<file path="src/rtl/dmem_pkg.sv">
// Shared definitions for the data-memory arbiter: FSM encoding, requester
// indices and the default lock budget.
package dmem_pkg;
  typedef enum logic [1:0] {
    IDLE  = 2'd0,
    LOCK0 = 2'd1,
    LOCK1 = 2'd2
  } arb_state_e;

  localparam logic REQ_M0       = 1'b0;
  localparam logic REQ_M1       = 1'b1;
  localparam int   MAX_LOCK_DEF = 8;
endpackage

</file>
<file path="src/rtl/dmem_arbiter_if.sv">
// Requester, memory-port and status signals of the data-memory arbiter.
interface dmem_arbiter_if #(
  parameter int AW = 32,
  parameter int DW = 32
);
  logic          m0_req, m0_we, m0_lock, m0_gnt, m0_rvalid;
  logic [AW-1:0] m0_addr;
  logic [DW-1:0] m0_wdata, m0_rdata;
  logic          m1_req, m1_we, m1_lock, m1_gnt, m1_rvalid;
  logic [AW-1:0] m1_addr;
  logic [DW-1:0] m1_wdata, m1_rdata;
  logic          mem_we;
  logic [AW-1:0] mem_addr;
  logic [DW-1:0] mem_datain, mem_dataout;
  logic          owner, locked, lock_err;

  modport slave (
    input  m0_req, m0_we, m0_lock, m0_addr, m0_wdata,
    input  m1_req, m1_we, m1_lock, m1_addr, m1_wdata,
    input  mem_dataout,
    output m0_gnt, m0_rvalid, m0_rdata, m1_gnt, m1_rvalid, m1_rdata,
    output mem_we, mem_addr, mem_datain, owner, locked, lock_err
  );

  modport master (
    output m0_req, m0_we, m0_lock, m0_addr, m0_wdata,
    output m1_req, m1_we, m1_lock, m1_addr, m1_wdata,
    output mem_dataout,
    input  m0_gnt, m0_rvalid, m0_rdata, m1_gnt, m1_rvalid, m1_rdata,
    input  mem_we, mem_addr, mem_datain, owner, locked, lock_err
  );
endinterface

</file>
<file path="src/rtl/dmem_arbiter_rr_pick2.sv">
// Two-way round-robin selector: on contention the requester that was not
// granted last wins.
module rr_pick2 (
  input  logic req0,
  input  logic req1,
  input  logic last,
  output logic gnt0,
  output logic gnt1
);
  assign gnt0 = req0 & (~req1 | last);
  assign gnt1 = req1 & (~req0 | ~last);
endmodule

</file>
<file path="src/rtl/dmem_arbiter.sv">
// Shares one data-memory/IO port between the MEM stage (m0) and a debug
// master (m1): round-robin with a bounded read-modify-write lock.
module dmem_arbiter
  import dmem_pkg::*;
#(
  parameter int AW       = 32,
  parameter int DW       = 32,
  parameter int MAX_LOCK = MAX_LOCK_DEF
) (
  input  logic            clock,
  input  logic            resetn,
  dmem_arbiter_if.slave   bus
);
  localparam logic [7:0] MAX_CNT = 8'(MAX_LOCK);

  arb_state_e    state;
  logic          owner_q, lock_err_q, rd_pend, rd_id;
  logic [7:0]    lock_cnt, cnt_next;
  logic [AW-1:0] last_addr, g_addr;
  logic [DW-1:0] last_wdata, g_wdata;
  logic          rr_g0, rr_g1, g0, g1, any_gnt, gid, g_we, g_lock;
  logic          hold_req, hold_lock, cap_hit;

  rr_pick2 u_pick (
    .req0 (bus.m0_req),
    .req1 (bus.m1_req),
    .last (owner_q),
    .gnt0 (rr_g0),
    .gnt1 (rr_g1)
  );

  // Grants depend only on registered state and the held request inputs,
  // which keeps mem_we clean for the memory's low-phase write strobe.
  always_comb begin
    g0 = 1'b0;
    g1 = 1'b0;
    case (state)
      IDLE:    begin g0 = rr_g0; g1 = rr_g1; end
      LOCK0:   g0 = bus.m0_req;
      LOCK1:   g1 = bus.m1_req;
      default: ;
    endcase
  end

  assign any_gnt   = g0 | g1;
  assign gid       = g1 ? REQ_M1 : REQ_M0;
  assign g_we      = g1 ? bus.m1_we    : bus.m0_we;
  assign g_lock    = g1 ? bus.m1_lock  : bus.m0_lock;
  assign g_addr    = g1 ? bus.m1_addr  : bus.m0_addr;
  assign g_wdata   = g1 ? bus.m1_wdata : bus.m0_wdata;
  assign hold_req  = (state == LOCK1) ? bus.m1_req  : bus.m0_req;
  assign hold_lock = (state == LOCK1) ? bus.m1_lock : bus.m0_lock;

  // cnt_next is the number of grants the owner will have held after this one;
  // the grant that reaches MAX_LOCK is issued but the lock is not kept.
  assign cnt_next = (state == IDLE) ? 8'd1 : lock_cnt + 8'd1;
  assign cap_hit  = any_gnt & g_lock & (cnt_next == MAX_CNT);

  always_ff @(posedge clock or negedge resetn) begin
    if (!resetn) begin
      state      <= IDLE;
      owner_q    <= REQ_M1;
      lock_cnt   <= 8'd0;
      lock_err_q <= 1'b0;
      rd_pend    <= 1'b0;
      rd_id      <= REQ_M0;
      last_addr  <= '0;
      last_wdata <= '0;
    end else begin
      lock_err_q <= cap_hit;
      rd_pend    <= any_gnt & ~g_we;
      if (any_gnt) begin
        owner_q    <= gid;
        last_addr  <= g_addr;
        last_wdata <= g_wdata;
        if (!g_we) rd_id <= gid;
      end
      case (state)
        IDLE:
          if (any_gnt && g_lock && !cap_hit) begin
            state    <= gid ? LOCK1 : LOCK0;
            lock_cnt <= 8'd1;
          end
        LOCK0, LOCK1:
          if (any_gnt) begin
            if (!g_lock || cap_hit) begin
              state    <= IDLE;
              lock_cnt <= 8'd0;
            end else begin
              lock_cnt <= cnt_next;
            end
          end else if (!hold_req && !hold_lock) begin
            state    <= IDLE;
            lock_cnt <= 8'd0;
          end
        default: begin
          state    <= IDLE;
          lock_cnt <= 8'd0;
        end
      endcase
    end
  end

  assign bus.m0_gnt     = g0;
  assign bus.m1_gnt     = g1;
  assign bus.mem_we     = (g0 & bus.m0_we) | (g1 & bus.m1_we);
  assign bus.mem_addr   = any_gnt ? g_addr  : last_addr;
  assign bus.mem_datain = any_gnt ? g_wdata : last_wdata;
  assign bus.m0_rvalid  = rd_pend & (rd_id == REQ_M0);
  assign bus.m1_rvalid  = rd_pend & (rd_id == REQ_M1);
  assign bus.m0_rdata   = bus.m0_rvalid ? bus.mem_dataout : '0;
  assign bus.m1_rdata   = bus.m1_rvalid ? bus.mem_dataout : '0;
  assign bus.owner      = owner_q;
  assign bus.locked     = (state != IDLE);
  assign bus.lock_err   = lock_err_q;
endmodule

</file>
<file path="src/flat_wrapper.sv">
// flat-port wrapper written by rule: the top's interface ports become plain ports
module dmem_arbiter_flat import dmem_pkg::*;
#(
  parameter int AW       = 32,
  parameter int DW       = 32,
  parameter int MAX_LOCK = MAX_LOCK_DEF
)
  (clock, resetn, bus_m0_req, bus_m0_we, bus_m0_lock, bus_m0_addr, bus_m0_wdata, bus_m1_req, bus_m1_we, bus_m1_lock, bus_m1_addr, bus_m1_wdata, bus_mem_dataout, bus_m0_gnt, bus_m0_rvalid, bus_m0_rdata, bus_m1_gnt, bus_m1_rvalid, bus_m1_rdata, bus_mem_we, bus_mem_addr, bus_mem_datain, bus_owner, bus_locked, bus_lock_err);
  dmem_arbiter_if #(.AW(AW), .DW(DW)) bus_i ();
  input  logic clock;
  input  logic resetn;
  input wire logic [$bits(bus_i.m0_req)-1:0] bus_m0_req;
  input wire logic [$bits(bus_i.m0_we)-1:0] bus_m0_we;
  input wire logic [$bits(bus_i.m0_lock)-1:0] bus_m0_lock;
  input wire logic [$bits(bus_i.m0_addr)-1:0] bus_m0_addr;
  input wire logic [$bits(bus_i.m0_wdata)-1:0] bus_m0_wdata;
  input wire logic [$bits(bus_i.m1_req)-1:0] bus_m1_req;
  input wire logic [$bits(bus_i.m1_we)-1:0] bus_m1_we;
  input wire logic [$bits(bus_i.m1_lock)-1:0] bus_m1_lock;
  input wire logic [$bits(bus_i.m1_addr)-1:0] bus_m1_addr;
  input wire logic [$bits(bus_i.m1_wdata)-1:0] bus_m1_wdata;
  input wire logic [$bits(bus_i.mem_dataout)-1:0] bus_mem_dataout;
  output wire logic [$bits(bus_i.m0_gnt)-1:0] bus_m0_gnt;
  output wire logic [$bits(bus_i.m0_rvalid)-1:0] bus_m0_rvalid;
  output wire logic [$bits(bus_i.m0_rdata)-1:0] bus_m0_rdata;
  output wire logic [$bits(bus_i.m1_gnt)-1:0] bus_m1_gnt;
  output wire logic [$bits(bus_i.m1_rvalid)-1:0] bus_m1_rvalid;
  output wire logic [$bits(bus_i.m1_rdata)-1:0] bus_m1_rdata;
  output wire logic [$bits(bus_i.mem_we)-1:0] bus_mem_we;
  output wire logic [$bits(bus_i.mem_addr)-1:0] bus_mem_addr;
  output wire logic [$bits(bus_i.mem_datain)-1:0] bus_mem_datain;
  output wire logic [$bits(bus_i.owner)-1:0] bus_owner;
  output wire logic [$bits(bus_i.locked)-1:0] bus_locked;
  output wire logic [$bits(bus_i.lock_err)-1:0] bus_lock_err;
  assign bus_i.m0_req = bus_m0_req;
  assign bus_i.m0_we = bus_m0_we;
  assign bus_i.m0_lock = bus_m0_lock;
  assign bus_i.m0_addr = bus_m0_addr;
  assign bus_i.m0_wdata = bus_m0_wdata;
  assign bus_i.m1_req = bus_m1_req;
  assign bus_i.m1_we = bus_m1_we;
  assign bus_i.m1_lock = bus_m1_lock;
  assign bus_i.m1_addr = bus_m1_addr;
  assign bus_i.m1_wdata = bus_m1_wdata;
  assign bus_i.mem_dataout = bus_mem_dataout;
  assign bus_m0_gnt = bus_i.m0_gnt;
  assign bus_m0_rvalid = bus_i.m0_rvalid;
  assign bus_m0_rdata = bus_i.m0_rdata;
  assign bus_m1_gnt = bus_i.m1_gnt;
  assign bus_m1_rvalid = bus_i.m1_rvalid;
  assign bus_m1_rdata = bus_i.m1_rdata;
  assign bus_mem_we = bus_i.mem_we;
  assign bus_mem_addr = bus_i.mem_addr;
  assign bus_mem_datain = bus_i.mem_datain;
  assign bus_owner = bus_i.owner;
  assign bus_locked = bus_i.locked;
  assign bus_lock_err = bus_i.lock_err;
  dmem_arbiter #(.AW(AW), .DW(DW), .MAX_LOCK(MAX_LOCK)) u_core (.clock(clock), .resetn(resetn), .bus(bus_i));
endmodule
</file>
<file path="config.mk">
export PLATFORM = sky130hd
export DESIGN_NAME = dmem_arbiter_flat
export DESIGN_NICKNAME = d
export VERILOG_FILES = /design/src/rtl/dmem_pkg.sv /design/src/rtl/dmem_arbiter_if.sv /design/src/rtl/dmem_arbiter_rr_pick2.sv /design/src/rtl/dmem_arbiter.sv /design/src/flat_wrapper.sv
export SDC_FILE = /design/constraint.sdc
export NUM_CORES = 1
export LEC_CHECK = 0
export CAP_MARGIN = 10
export CORE_AREA = 3 3 118 120
export DETAILED_ROUTE_END_ITERATION = 7
export DIE_AREA = 0 0 121 123
export PLACE_DENSITY = 0.77
export SYNTH_ARGS = -nofsm -noshare
export SYNTH_HDL_FRONTEND = slang
export SYNTH_SLANG_ARGS = --single-unit
</file>
<file path="constraint.sdc">
create_clock -name clock -period 2.5 [get_ports clock]
set_clock_uncertainty 0.15 [all_clocks]
set_input_delay 0.25 -clock clock [delete_from_list [all_inputs] [get_ports clock]]
set_output_delay 0.25 -clock clock [all_outputs]
set_load 0.01 [all_outputs]
</file>
==> flow_summary.toml <==
[logic_synthesis]
ys.flop_type = "dfrtp_1"
synth_enable_flop_cells = 0
synth.top_cells.by_area = "dfrtp_1 44%, mux2i_1 15%, o21ai_0 7.8%"
syn_area_per_cell_um2 = 9.45
yosys.cell_types.count = 44
yosysSeqAreaShare = 0.448
async_reset_ff_frac = 1.00
syn_area_mm2 = 0.00436
synth_warnings = 0
synth.top_cell.area_share = 0.442
post-synth-top-area-cell = "dfrtp_1"
synth-seq-cells = 78
syn_inst = 461
synth_nets = 634

[pwr]
switching_share = 0.381
ir_drop_v = 0.000703
clkPwrFrac = 0.138
leakage_uw = 0.00399
p_per_area_mw_per_mm2 = 1120
power.share.combinational = 0.652
p_switching_uw = 3870
seqPwrFrac = 0.210
intPower_uw = 6290
power_uw = 10200

[timing]
fin_hold_ws_ns = 0.326
layout_setup_ws_ns = -0.0513
hold_viol = 0
slew_violations = 0
finalSetupViolCount = 11
slew_headroom = 0.306
fmax_ghz = 0.392
fin_crit_ns = 2.55
finalCritPeriodShare = 1.02
rsz0062_at_grt = "yes"
tightest_slew_ns = 1.04

[worst_setup_path]
arrival_ns = 2.15
max_stage_delay_ns = 0.39
cp_slowest_cell = "dfrtp_1"
path_max_fanout = 7
cp-end-kind = "primary output"
path_common_cell = "buf_12"
critPathTopFamily = "buffers and inverters"
cp_num_buf_inv = 6
crit_chain = "inv_2 -> ha_4 -> inv_2 -> a21oi_2 -> o21a_4 -> buf_12 -> buf_12 -> buf_12 -> mux2i_2 -> o21ai_2 -> buf_2"
cp-start-kind = "register"
worstSetupPathType = "reg -> out"
critPathRequiredTime_ns = 2.10

[clock_tree]
clock_latency_ns = 0.33
clock_path_buffers = 2
htreeDepth = 3
numCtsBuffers = 9
cts.sinks = 78
clk_pin_slew_ns = 0.06
cts_tree = "done"
root_buffer = "clkbuf_16"

[detailed_routing]
drc_errors = 0
drt-initial-drc-count = 270
drt_wl_total_um = 18600
viasPerCell = 4.90
ant_nets = 0
vias = 4975
routedWlPerCell_um = 18.3
drt_pass1_iterations = 4

[finish]
layout-drive-gt1-share = 0.305
multi_input_area_mm2 = 0.00270
area.sequential_mm2 = 0.00195
synthToLayoutAreaGrowth_pct = 108
fill_cells = 942
postLayoutCoreUtil = 0.694
final_cells = 1016
fin_nets = 1009

[floorplanning]
coreArea_mm2 = 0.0131
initial_utilization = 0.333
die_area_mm2 = 0.0149
fp.dieH_um = 123
io_pins = 304
die_w_um = 121
placementRows = 42

[flow_run]
cap_violations = 0

[min_path]
hold_path.class = "in -> reg"

[global_routing]
grt_pass1_vias = 5114
grt_start_max_net_pins = 79
gr-usage-all-layers = 0.229
gr-total-overflow = 0
grt_pass1_wl_um = 26800
grt_antenna_before_repair = 1

[placed_design]
gp_congestion = 0.877
post-dp-hpwl_um = 12600
dp.cells = 952
io_buffers = 303

[outcome]
status = "finished with violations"
violations = "setup timing"
[power by group through the flow]
| stage | Combinational [uW] | Clock (uW) | Sequential, uW |
|---|---|---|---|
| global placement | 5270 | 0 | 2030 |
| detailed placement | 5380 | 0 | 2060 |
| CTS | 5950 | 1430 | 2050 |
| floorplan | 2360 | 0 | 2020 |
| global route | 7060 | 1480 | 2180 |
| finish | 6630 | 1400 | 2130 |
[worst register-to-register path: cells and delay by family, from the launching register on]
family                   cells  cell delay (ns)
AO/OA/AOI/OAI                2             0.65
adder cells (fa/ha/maj)      1             0.34
XOR/XNOR                     1             0.28
AND/OR/NAND/NOR              3             0.49
flip-flops                   1             0.48
[kinds of logic after synthesis]
family	count (synthesis)	synth area share
AO/OA/AOI/OAI	101	0.141
flip-flops	78	0.448
AND/OR/NAND/NOR	165	0.194
adder cells (fa/ha/maj)	5	0.0144
XOR/XNOR	4	0.00804
buffers and inverters	42	0.0419
multiplexers	66	0.152
[through the flow]
step	TNS [ns]	setup slack (ns)	cell area [um2]
2_1_floorplan	0	0.161	4360
3_3_place_gp	-10.39	-0.272	7880
3_5_place_dp	-11.25	-0.239	7880
4_1_cts	-2.19	-0.143	8610
5_1_grt	-4.89	-0.177	9080
6_report	-0.210	-0.0513	9080
[path summary, 6_finish.rpt]
kind / from / endpoint / slack (ns) / cells after the start
worst min-delay path: bus_m1_addr[26] / u_core.last_addr[26] / 0.33 / 3
worst min register to register: u_core.last_wdata[16] / u_core.last_wdata[16] / 0.40 / 2
worst max register to register: u_core.lock_cnt[0] / u_core.lock_cnt[7] / 0 / 7
max in group asynchronous: resetn / u_core.last_wdata[0] / 1.02 / 2
min in group asynchronous: resetn / u_core.lock_cnt[5] / 0.47 / 2
worst max-delay path: u_core.state[0] / bus_mem_datain[31] / -0.05 / 11
[state kept, by name (all words and copies together), names as in the netlist]
name and flops:
u_core.last_wdata 32, u_core.rd_pend 1, u_core.last_addr 32, u_core.bus.owner 1, u_core.state 2, u_core.rd_id 1
u_core.bus.lock_err 1, u_core.lock_cnt 8
[synth_stat cells (3+ instances only)]
cell       n
a21o_1     3
ha_1       5
a21oi_1    3
xor2_1     4
mux2i_1   66
nand2_1   73
clkbuf_1  17
dfrtp_1   77
and3_1    34
nor2_1     7
nand3_1    4
and2_1    34
o31ai_1    3
inv_1      9
buf_2     14
a22o_1     4
o21ai_0   68
[final cells by class]
class,instances,area share
Tap cell,176,0.0242
Inverter,9,0.00427
Multi-Input combinational cell,341,0.297
Antenna cell,1,0.000276
Clock inverter,4,0.00799
Sequential cell,78,0.215
Clock buffer,10,0.0263
Timing Repair Buffer,397,0.425
[layout by cell type, fill, tap and decap left out, drive strengths merged, types with 2 or more instances in the layout]
| master | n |
|---|---|
| buf | 153 |
| clkinv | 2 |
| a21oi | 3 |
| ha | 5 |
| nor4 | 2 |
| a31oi | 2 |
| o21ai | 71 |
| dfrtp | 77 |
| o21bai | 2 |
| clkdlybuf4s50 | 235 |
| a21o | 3 |
| o22ai | 2 |
| mux2i | 66 |
| dlygate4sd2 | 3 |
| a221o | 2 |
| inv | 8 |
| nor3 | 3 |
| and3 | 35 |
| nand3 | 4 |
| bufinv | 2 |
| and2 | 34 |
| nor2b | 2 |
| xor2 | 4 |
| a311oi | 2 |
| a22o | 4 |
| nor2 | 7 |
| nand2 | 73 |
| o31ai | 3 |
| clkbuf | 15 |
[routing by layer]
layer / global-route usage / vias to the layer above / share of wire
met5: 0 / - / 0
met4: 0.0992 / 0 / 0.028
met3: 0.0508 / 36 / 0.069
met2: 0.419 / 245 / 0.53
met1: 0.256 / 2328 / 0.38
li1: - / 2366 / -
[what timing repair did]
item	4_1_cts	5_1_grt
hold endpoints to repair	29	0
resized for setup	387	83
hold buffers	1	0
cloned	10	3
setup endpoints to repair	67	66
pin swaps	16	16
buffers inserted	21	14
No activity file was read; power rests on OpenSTA's default activity.
